$ cat src/rtl/csa_tree_pkg.sv
// ---------------------------------------------------------------------------
// csa_tree_pkg
// Shared definitions for the CSA tree front end: the packer state encoding
// and a helper that derives the tree depth from its lane count.
// No ports (package).
// ---------------------------------------------------------------------------
package csa_tree_pkg;

   localparam int DEF_DATA_W = 3;
   localparam int DEF_DATA_N = 8;

   // Number of reduction levels the tree needs to fold n lanes down to one
   // result when each level halves the lane count (rounding up).
   function automatic int StageCount(input int n);
      int stages;
      int lanes;
      stages = 0;
      lanes  = n;
      while (lanes > 1) begin
         lanes  = (lanes + 1) / 2;
         stages = stages + 1;
      end
      return stages;
   endfunction

   // FILL collects words of a frame, FULL holds a completed frame that the
   // downstream has not yet allowed us to load.
   typedef enum logic {
      FILL = 1'b0,
      FULL = 1'b1
   } pack_state_t;

endpackage

$ cat src/rtl/csa_valid_delay.sv
// ---------------------------------------------------------------------------
// csa_valid_delay
// Fixed-depth shift register that carries the per-frame tag alongside the
// tree pipeline so the tag emerges exactly when the tree's sum does.
// Ports:
//   clk    in   clock, rising edge
//   rst_n  in   asynchronous active-low reset, flushes all in-flight tags
//   din    in   WIDTH-bit tag entering the pipeline
//   dout   out  WIDTH-bit tag leaving the pipeline DEPTH cycles later
// ---------------------------------------------------------------------------
module csa_valid_delay
   import csa_tree_pkg::*;
#(
   parameter int DEPTH = 4,
   parameter int WIDTH = 2
) (
   input  logic             clk,
   input  logic             rst_n,
   input  logic [WIDTH-1:0] din,
   output logic [WIDTH-1:0] dout
);

   logic [WIDTH-1:0] pipe [DEPTH];

   // Each tag moves one stage per clock; reset empties every stage so no
   // stale tag can ever surface after a reset.
   always_ff @(posedge clk or negedge rst_n) begin
      if (!rst_n) begin
         for (int i = 0; i < DEPTH; i++) begin
            pipe[i] <= '0;
         end
      end else begin
         pipe[0] <= din;
         for (int i = 1; i < DEPTH; i++) begin
            pipe[i] <= pipe[i-1];
         end
      end
   end

   assign dout = pipe[DEPTH-1];

endmodule

$ cat src/rtl/csa_tree_packer.sv
// ---------------------------------------------------------------------------
// csa_tree_packer
// Front end for the pipelined CSA tree. Collects a word-serial valid/ready
// stream into an I_DATA_N-lane frame (lane 0 = first word), loads the frame
// onto the tree inputs, and flags when the tree output holds that frame's sum.
// A word with s_last closes a short frame; unused lanes are zero.
// Ports:
//   clk          in   clock, rising edge
//   rst_n        in   asynchronous active-low reset
//   s_valid      in   input word valid
//   s_ready      out  input word accepted when s_valid & s_ready
//   s_data       in   input word
//   s_last       in   word closes the frame
//   m_stall      in   downstream forbids loading a new frame this cycle
//   o_data       out  packed frame driving the tree inputs
//   o_load       out  one-cycle pulse, o_data holds a new frame
//   o_sum_valid  out  tree output holds the sum of the frame loaded TREE_LAT ago
//   o_sum_last   out  that frame was closed by s_last
// ---------------------------------------------------------------------------
module csa_tree_packer
   import csa_tree_pkg::*;
#(
   parameter int I_DATA_W = DEF_DATA_W,
   parameter int I_DATA_N = DEF_DATA_N,
   parameter int TREE_LAT = StageCount(I_DATA_N) + 1
) (
   input  logic                                 clk,
   input  logic                                 rst_n,
   input  logic                                 s_valid,
   output logic                                 s_ready,
   input  logic [I_DATA_W-1:0]                  s_data,
   input  logic                                 s_last,
   input  logic                                 m_stall,
   output logic [0:I_DATA_N-1][I_DATA_W-1:0]    o_data,
   output logic                                 o_load,
   output logic                                 o_sum_valid,
   output logic                                 o_sum_last
);

   localparam int CNT_W = (I_DATA_N > 1) ? $clog2(I_DATA_N) : 1;
   localparam logic [CNT_W-1:0] LAST_LANE = CNT_W'(I_DATA_N - 1);

   typedef logic [0:I_DATA_N-1][I_DATA_W-1:0] frame_t;

   pack_state_t      state;
   logic [CNT_W-1:0] count;
   frame_t           stage;
   frame_t           stage_with_word;
   frame_t           first_word_frame;
   logic             accept;
   logic             completes;
   logic             pend_last;
   logic             load_last;
   logic [1:0]       tag_out;

   // Input readiness depends only on the state and m_stall, never on s_valid,
   // so the upstream can't form a combinational loop through us. In FULL we
   // can take a word only in the cycle the held frame is released.
   assign s_ready   = (state == FILL) | ~m_stall;
   assign accept    = s_valid & s_ready;
   assign completes = (count == LAST_LANE) | s_last;

   // The staging lanes above the fill point are always zero (they are cleared
   // whenever a frame leaves), so dropping the current word into its lane
   // already yields the zero-padded frame.
   always_comb begin
      stage_with_word        = stage;
      stage_with_word[count] = s_data;
      first_word_frame       = '0;
      first_word_frame[0]    = s_data;
   end

   // Packer FSM, lane counter and staging lanes. o_data only changes on a
   // load so it holds the last frame in between. A word accepted in the
   // release cycle of FULL starts the next frame in lane 0; if that word
   // also closes a frame, it becomes the new held frame and we stay in FULL.
   always_ff @(posedge clk or negedge rst_n) begin
      if (!rst_n) begin
         state     <= FILL;
         count     <= '0;
         stage     <= '0;
         o_data    <= '0;
         o_load    <= 1'b0;
         load_last <= 1'b0;
         pend_last <= 1'b0;
      end else begin
         o_load <= 1'b0;
         case (state)
            FILL: begin
               if (accept) begin
                  if (completes && !m_stall) begin
                     o_data    <= stage_with_word;
                     o_load    <= 1'b1;
                     load_last <= s_last;
                     stage     <= '0;
                     count     <= '0;
                  end else if (completes) begin
                     stage     <= stage_with_word;
                     pend_last <= s_last;
                     state     <= FULL;
                  end else begin
                     stage <= stage_with_word;
                     count <= count + CNT_W'(1);
                  end
               end
            end
            FULL: begin
               if (!m_stall) begin
                  o_data    <= stage;
                  o_load    <= 1'b1;
                  load_last <= pend_last;
                  stage     <= '0;
                  count     <= '0;
                  state     <= FILL;
                  if (accept) begin
                     stage <= first_word_frame;
                     if (s_last) begin
                        pend_last <= 1'b1;
                        state     <= FULL;
                     end else begin
                        count <= CNT_W'(1);
                     end
                  end
               end
            end
            default: state <= FILL;
         endcase
      end
   end

   // The frame tag travels TREE_LAT cycles behind o_load so it lines up with
   // the tree output; the last flag is only meaningful alongside a valid tag.
   csa_valid_delay #(
      .DEPTH (TREE_LAT),
      .WIDTH (2)
   ) u_valid_delay (
      .clk   (clk),
      .rst_n (rst_n),
      .din   ({o_load, o_load & load_last}),
      .dout  (tag_out)
   );

   assign o_sum_valid = tag_out[1];
   assign o_sum_last  = tag_out[0];

endmodule

$ cat config.mk
export PLATFORM = sky130hd
export DESIGN_NAME = csa_tree_packer
export DESIGN_NICKNAME = d
export VERILOG_FILES = /design/src/rtl/csa_tree_pkg.sv /design/src/rtl/csa_valid_delay.sv /design/src/rtl/csa_tree_packer.sv
export SDC_FILE = /design/constraint.sdc
export NUM_CORES = 1
export LEC_CHECK = 0
export CAP_MARGIN = 20
export CORE_MARGIN = 1.5
export CORE_UTILIZATION = 44
export DETAILED_ROUTE_END_ITERATION = 8
export PLACE_DENSITY = 0.65
export SLEW_MARGIN = 10
export SYNTH_ARGS = -nofsm -noshare
export SYNTH_HDL_FRONTEND = slang
export SYNTH_SLANG_ARGS = --single-unit
$ cat constraint.sdc
create_clock -name clk -period 2.2 [get_ports clk]
set_input_delay 0.44 -clock clk [delete_from_list [all_inputs] [get_ports clk]]
set_output_delay 0.44 -clock clk [all_outputs]
set_load 0.005 [all_outputs]
==> key figures, run 1 <==
Final layout
  • Most common cell after layout, fill and taps aside: dfrtp_1
  • Layout cells sized above 1: 35.5%
  • Fin cells: between 300 and 400
  • Commonest non-fill, non-tap cells in the layout: dfrtp_1, mux2_2, clkdlybuf4s50_1
  • Nets: 292
  • # fillers: 524
  • Area Overhead vs Synth: 24.9%
  • # diodes: 0
  • Final core utilization: 57.8%

Yosys
  • Post-Synthesis Cells: roughly 230
  • Main synth FF type: dfrtp_1
  • Register area share after synthesis: 52.4%
  • Post-synthesis net count: about 240
  • Async SR Flop Fraction: 100%
  • Post-synth EDFFs: 0
  • Synth Register Bits: 63
  • Netlist Area Pre-Place: about 0.0030 sq mm
  • Synthesis warning total: 0
  • Number of distinct library cells after synthesis: 42
  • Mean post-synth cell area: 12.9 sq um

Drt
  • Iter 0 DRT Violations: 98
  • Drt drc: 0
  • Avg WL per Cell: 16.9 um
  • Wirelength, routed: roughly 6000 um
  • Drt first pass iters: 4
  • Vias: 2,050
  • Number of vias per cell: 5.63
  • DRT antenna net count: 0

CTS
  • Clk pin slew, worst setup/hold paths: 70 ps
  • CTS Sinks: 63
  • Num CTS Buffers: 9
  • CTS H-tree depth: 3
  • CTS max path bufs: 2
  • Clock latency on the worst-skew pair: 340 ps
  • Post-CTS setup buffer count: 0
  • Root buf cell: clkbuf_8
  • CTS tree: yes

Power and ir drop
  • PD cells: a little over 900 mW/mm^2
  • Worst vdd ir: roughly 0.55 mV
  • Leakage: 1.69 nW

Global route
  • Initial antenna violation count: 0
  • Global-route wire length before repair: between 10,000 and 15,000 um
  • Total gr overflow: 0
  • Vias in the first global route: 2,183
  • Largest net degree at the start of global routing: 25
  • Gr usage total: 18.9%

Flow run
  • Maxcap violations: 0

STA
  • Relative slew slack: ~64%
  • Final setup fails: 0
  • Clk_skew: 9.26 ps
  • Worst-margin pin slew: 536 ps
  • Setup TNS: 0 ps
  • RSZ-0062 raised after global routing: no
  • Minimum clock period: 2010 ps
  • Fmax: 497 MHz
  • Max-slew violations: 0
  • Crit share post-route: between 90% and 100%
  • Fin. Hold Viols: 0

Floorplan
  • DIE AREA: 0.00734 sq mm
  • Die width: 85.7 um
  • Core area: 0.00649 sq mm
  • Die H: 85.7 um
  • Site row count: 29
  • Initial Util: a little under half
  • Ports: 36

Critical path
  • Crit Path Max Fanout: 5
  • CP arrival: roughly 1600 ps
  • Worst Setup End Kind: output pin
  • Kind of critical path: primary input to output pin
  • R2R depth: 4
  • Required @ worst endpoint: 1760 ps
  • CP Launch Type: primary input

Placement
  • HPWL Detailed: 4120 um
  • Dpl cells: 348
  • PortBufs: 35
  • Placer Congestion: approximately 0.79

Outcome
  • Outcome: complete, no violations

Worst hold path
  • Hold/Removal Path Class: primary input to async pin
[routing by layer]
layer	wire length, um	track usage, %
met1	3000	24.7
met2	2880	30.6
met3	190	5.00
met4	72	6.60
met5	0	0
[logic make-up (layout without fill, tap and decap cells)]
logic type	count (synthesis)	after routing	synth area share [%]
AND/OR/NAND/NOR	34	34	10.4
AO/OA/AOI/OAI	64	64	13.0
multiplexers	50	50	19.1
buffers and inverters	20	74	4.33
flip-flops	63	63	52.4
adder cells (fa/ha/maj)	2	2	0.832
[Yosys cell counts, types with 3 or more instances]
cell type	n	area, sq um
mux2_2	40	450
o21ai_1	3	15.0
o21ai_0	25	125
buf_4	4	30.0
dfrtp_1	63	1580
nand2b_1	4	25.0
mux2_4	3	45.0
a32o_1	3	30.0
o22ai_1	21	131
mux2_1	7	78.8
nor4b_2	3	45.0
buf_6	5	56.3
o211ai_1	3	22.5
clkbuf_1	6	22.5
or2_2	7	43.8
a21oi_1	3	15.0
[path summary, 6_finish.rpt]
check | from | endpoint | slack (ps)
setup / recovery | m_stall | s_ready | 190
max in group asynchronous | rst_n | o_data[3] | 1450
min in group clk | u_valid_delay.pipe[6] | u_valid_delay.pipe[4] | 350
setup reg to reg | count[2] | o_data[18] | 250
hold / removal | rst_n | u_valid_delay.dout[1] | 70
hold reg to reg | u_valid_delay.pipe[6] | u_valid_delay.pipe[4] | 350
[sequential cells by signal, indices dropped and copies added (netlist names)]
| signal | flops |
|---|---|
| u_valid_delay.dout | 2 |
| stage | 24 |
| u_valid_delay.pipe | 6 |
| state | 1 |
| pend_last | 1 |
| count | 3 |
| o_load | 1 |
| load_last | 1 |
| o_data | 24 |
[where the power goes]
group	total [mW]	switching (mW)	internal [mW]
registers	1.42	0.0976	1.32
clock network	1.23	0.449	0.779
logic	0.773	0.326	0.447
total	3.42	0.873	2.55
[stage by stage]
stage / total power [mW] / setup slack (ps) / area [sq um] / hold WS (ps)
CTS: 3.46 / 13.0 / 3750 / 75.7
detailed placement: 2.22 / 6.62 / 3510 / 336
global route: 3.60 / 145 / 3760 / 108
floorplan: 1.89 / 185 / 3010 / 144
finish: 3.42 / 187 / 3760 / 72.6
global placement: 2.20 / 37.0 / 3510 / 334
[critical path: stages]
cell and delay [ps]:
clkdlybuf4s50_1 500, nand2_1 130, clkdlybuf4s50_1 500
[layout make-up]
cell class	count	area, sq um	area share, %
clock buffer	10	138	3.66
clock inverter	6	108	2.86
inverter	2	7.51	0.200
multi-input combinational	150	1300	34.6
sequential	63	1580	42.0
tap	77	96.3	2.56
timing repair buffer	56	528	14.1
[timing repair]
action                                  in CTS  in global routing
hold buffers                                 0                  0
endpoints found under the setup margin       0                  1
hold endpoints to repair                     0                  0
resized for setup                            0                  1
Note: power is estimated with default switching activity, not from simulation.
==> run 2: changes to the inputs <==
--- a/config.mk
+++ b/config.mk
@@ -8,7 +8,6 @@
 export CAP_MARGIN = 20
 export CORE_MARGIN = 1.5
-export CORE_UTILIZATION = 44
+export CORE_UTILIZATION = 40
 export DETAILED_ROUTE_END_ITERATION = 8
-export PLACE_DENSITY = 0.65
 export SLEW_MARGIN = 10
 export SYNTH_ARGS = -nofsm -noshare
==> constraint.sdc (replaced) <==
create_clock -name clk -period 2.2 [get_ports clk]
set_input_delay 0.44 -clock clk [delete_from_list [all_inputs] [get_ports clk]]
set_output_delay 0.44 -clock clk [all_outputs]
set_load 0.02 [all_outputs]
==> key figures, run 2 (same netlist as run 1, synthesis figures left out) <==
Floorplan
  • Ports: 36 (unchanged)
  • Site row count: 31 (+6.9%)
  • Die width: 89.7 um (+4.7%)
  • Die H: 89.7 um (+4.7%)
  • DIE AREA: 0.00805 sq mm (+9.6%)
  • Initial Util: 41.5% (-4.8 points)
  • Core area: 0.00725 sq mm (+12%)

Final layout
  • Layout cells sized above 1: 34.6% (-0.91 points)
  • Commonest non-fill, non-tap cells in the layout: dfrtp_1, mux2_2, clkdlybuf4s50_1
  • Multi-input logic area: 0.00130 sq mm (unchanged)
  • Fin cells: 382 (+4.9%)
  • Final core utilization: 50.8% (-7.1 points)
  • Cell area after layout: 0.00368 sq mm (-2.0%)
  • # fillers: 664 (+27%)
  • Most common cell after layout, fill and taps aside: dfrtp_1
  • Nets: 288 (-1.4%)
  • # diodes: 0 (unchanged)
  • FF+latch area: 0.00158 sq mm (unchanged)
  • Largest regs: o_data: 24 flops, stage: 24 flops, u_valid_delay.pipe: 6 flops
  • Area Overhead vs Synth: 22.4%

Drt
  • Drt drc: 0 (unchanged)
  • Iter 0 DRT Violations: 125 (+28%)
  • Drt first pass iters: 5 (+1)
  • DRT antenna net count: 0 (unchanged)
  • Avg WL per Cell: 16.4 um (-2.6%)
  • Number of vias per cell: 5.40 (-4.2%)
  • Vias: 2,062 (+0.59%)
  • Wirelength, routed: 6280 um (+2.2%)

Critical path
  • Crit Path Max Fanout: 4 (-1)
  • Slowest stage delay, CP: 600 ps (+100 ps)
  • Worst r2r src: count[0]
  • Crit. Startpoint: m_stall
  • Required @ worst endpoint: 1760 ps (about the same)
  • CP Launch Type: primary input
  • Crit path cell chain: clkdlybuf4s50_1, nand2_1, clkdlybuf4s50_1
  • CP arrival: 1650 ps (+80 ps)
  • Kind of critical path: primary input to output pin
  • Slowest cell on crit path: clkdlybuf4s50_1
  • Worst Setup End Kind: output pin
  • Most used cell, CP: clkdlybuf4s50_1

Power and ir drop
  • Worst vdd ir: 0.377 mV (-31%)
  • Leakage: 1.63 nW (-3.6%)
  • Total chip power: 3.17 mW (-7.4%)
  • PD cells: 860 mW/mm^2 (-5.5%)

STA
  • Minimum clock period: 2090 ps (+74.1 ps)
  • RSZ-0062 raised after global routing: no
  • Post-route setup slack: 113 ps (-74.1 ps)
  • Fmax: 479 MHz (-3.6%)
  • Worst-margin pin slew: 487 ps (-49.6 ps)
  • Relative slew slack: 67.4% (+3.2 points)
  • Final setup fails: 0 (unchanged)
  • Worst hold margin: 82.7 ps (+10.2 ps)
  • Max-slew violations: 0 (unchanged)
  • Fin. Hold Viols: 0 (unchanged)
  • Setup TNS: 0 ps (unchanged)
  • Clk_skew: 9.80 ps (+0.542 ps)
  • Crit share post-route: 94.9% (+3.4 points)

Global route
  • Initial antenna violation count: 0 (unchanged)
  • Gr usage total: 16.2% (-2.7 points)
  • Vias in the first global route: 1,952 (-11%)
  • Total gr overflow: 0 (unchanged)
  • Global-route wire length before repair: 10,100 um (-5.0%)
  • Largest net degree at the start of global routing: 64 (+160%)

Placement
  • HPWL Detailed: 4020 um (-2.3%)
  • Dpl cells: 366 (+5.2%)
  • Placer Congestion: 0.760 (-3.6%)
  • PortBufs: 35 (unchanged)
  • Worst slack, placed: 102 ps (+95.3 ps)
  • Post-DP Area: 0.00351 sq mm (about the same)

Worst hold path
  • Hold/Removal Path Class: primary input to async pin

CTS
  • Root buf cell: clkbuf_8
  • Num CTS Buffers: 9 (unchanged)
  • Clock latency on the worst-skew pair: 350 ps (about the same)
  • CTS Sinks: 63 (unchanged)
  • Clk pin slew, worst setup/hold paths: 70 ps (about the same)
  • CTS tree: yes
  • CTS H-tree depth: 3 (unchanged)
  • Post-CTS setup buffer count: 0 (unchanged)
  • CTS max path bufs: 2 (unchanged)

Outcome
  • Outcome: complete, no violations

Flow run
  • Maxcap violations: 0 (unchanged)
run 2: cell types whose count changed in the layout (fill, tap and decap cells not counted):
cell        delta
buf_4          -4
bufinv_16      -3
clkinv_4       +2
clkinvlp_4     +2
clkbuf_8       -1
run 2: what timing repair did:
action                     CTS  global route
gates resized for setup      1             0
setup endpoints to repair    1             0
hold buffers                 0             0
hold endpoints to repair     0             0
run 2: report_power, final:
part	internal, mW	switching (mW)	leakage (nW)
registers	1.32	0.0885	0.850
clock network	0.406	0.473	0.0812
logic	0.444	0.434	0.697
total	2.17	0.995	1.63
run 2: cell type report:
type / count / share of cell area [%]
inverters: 2 / 0.204
multi-input cells: 150 / 35.3
well taps: 99 / 3.36
repair buffers: 52 / 13.5
clock inverters: 7 / 1.36
clock buffers: 9 / 3.36
flip-flops and latches: 63 / 42.8
run 2: path summary, 6_finish.rpt:
kind / endpoint / slack [ps] / depth (start not counted)
worst max-delay path: s_ready / 110 / 3
worst min-delay path: u_valid_delay.dout[0] / 80 / 2
worst max register to register: o_data[11] / 260 / 7
worst min register to register: u_valid_delay.pipe[3] / 350 / 0
max in group asynchronous: count[1] / 1820 / 2
min in group clk: u_valid_delay.pipe[3] / 350 / 0
run 2: routing by layer:
layer / track usage, % / wire length, um / vias to the layer above
met2: 23.2 / 2770 / 52
met1: 22.6 / 3040 / 1026
met4: 6.88 / 139 / 0
met3: 5.16 / 322 / 16
li1: - / - / 968
met5: 0 / 0 / -
run 2: worst max-delay path, delay by kind of cell:
family / cells / cell delay [ps]
simple gates: 1 / 120
buf+inv: 2 / 1080
==> run 3: changes to the inputs <==
Settings changed: SETUP_SLACK_MARGIN set to 0.02, SLEW_MARGIN 10 to not set.
==> results of run 3 <==
No change in the layout: final DEF, timing and power equal those of run 2.
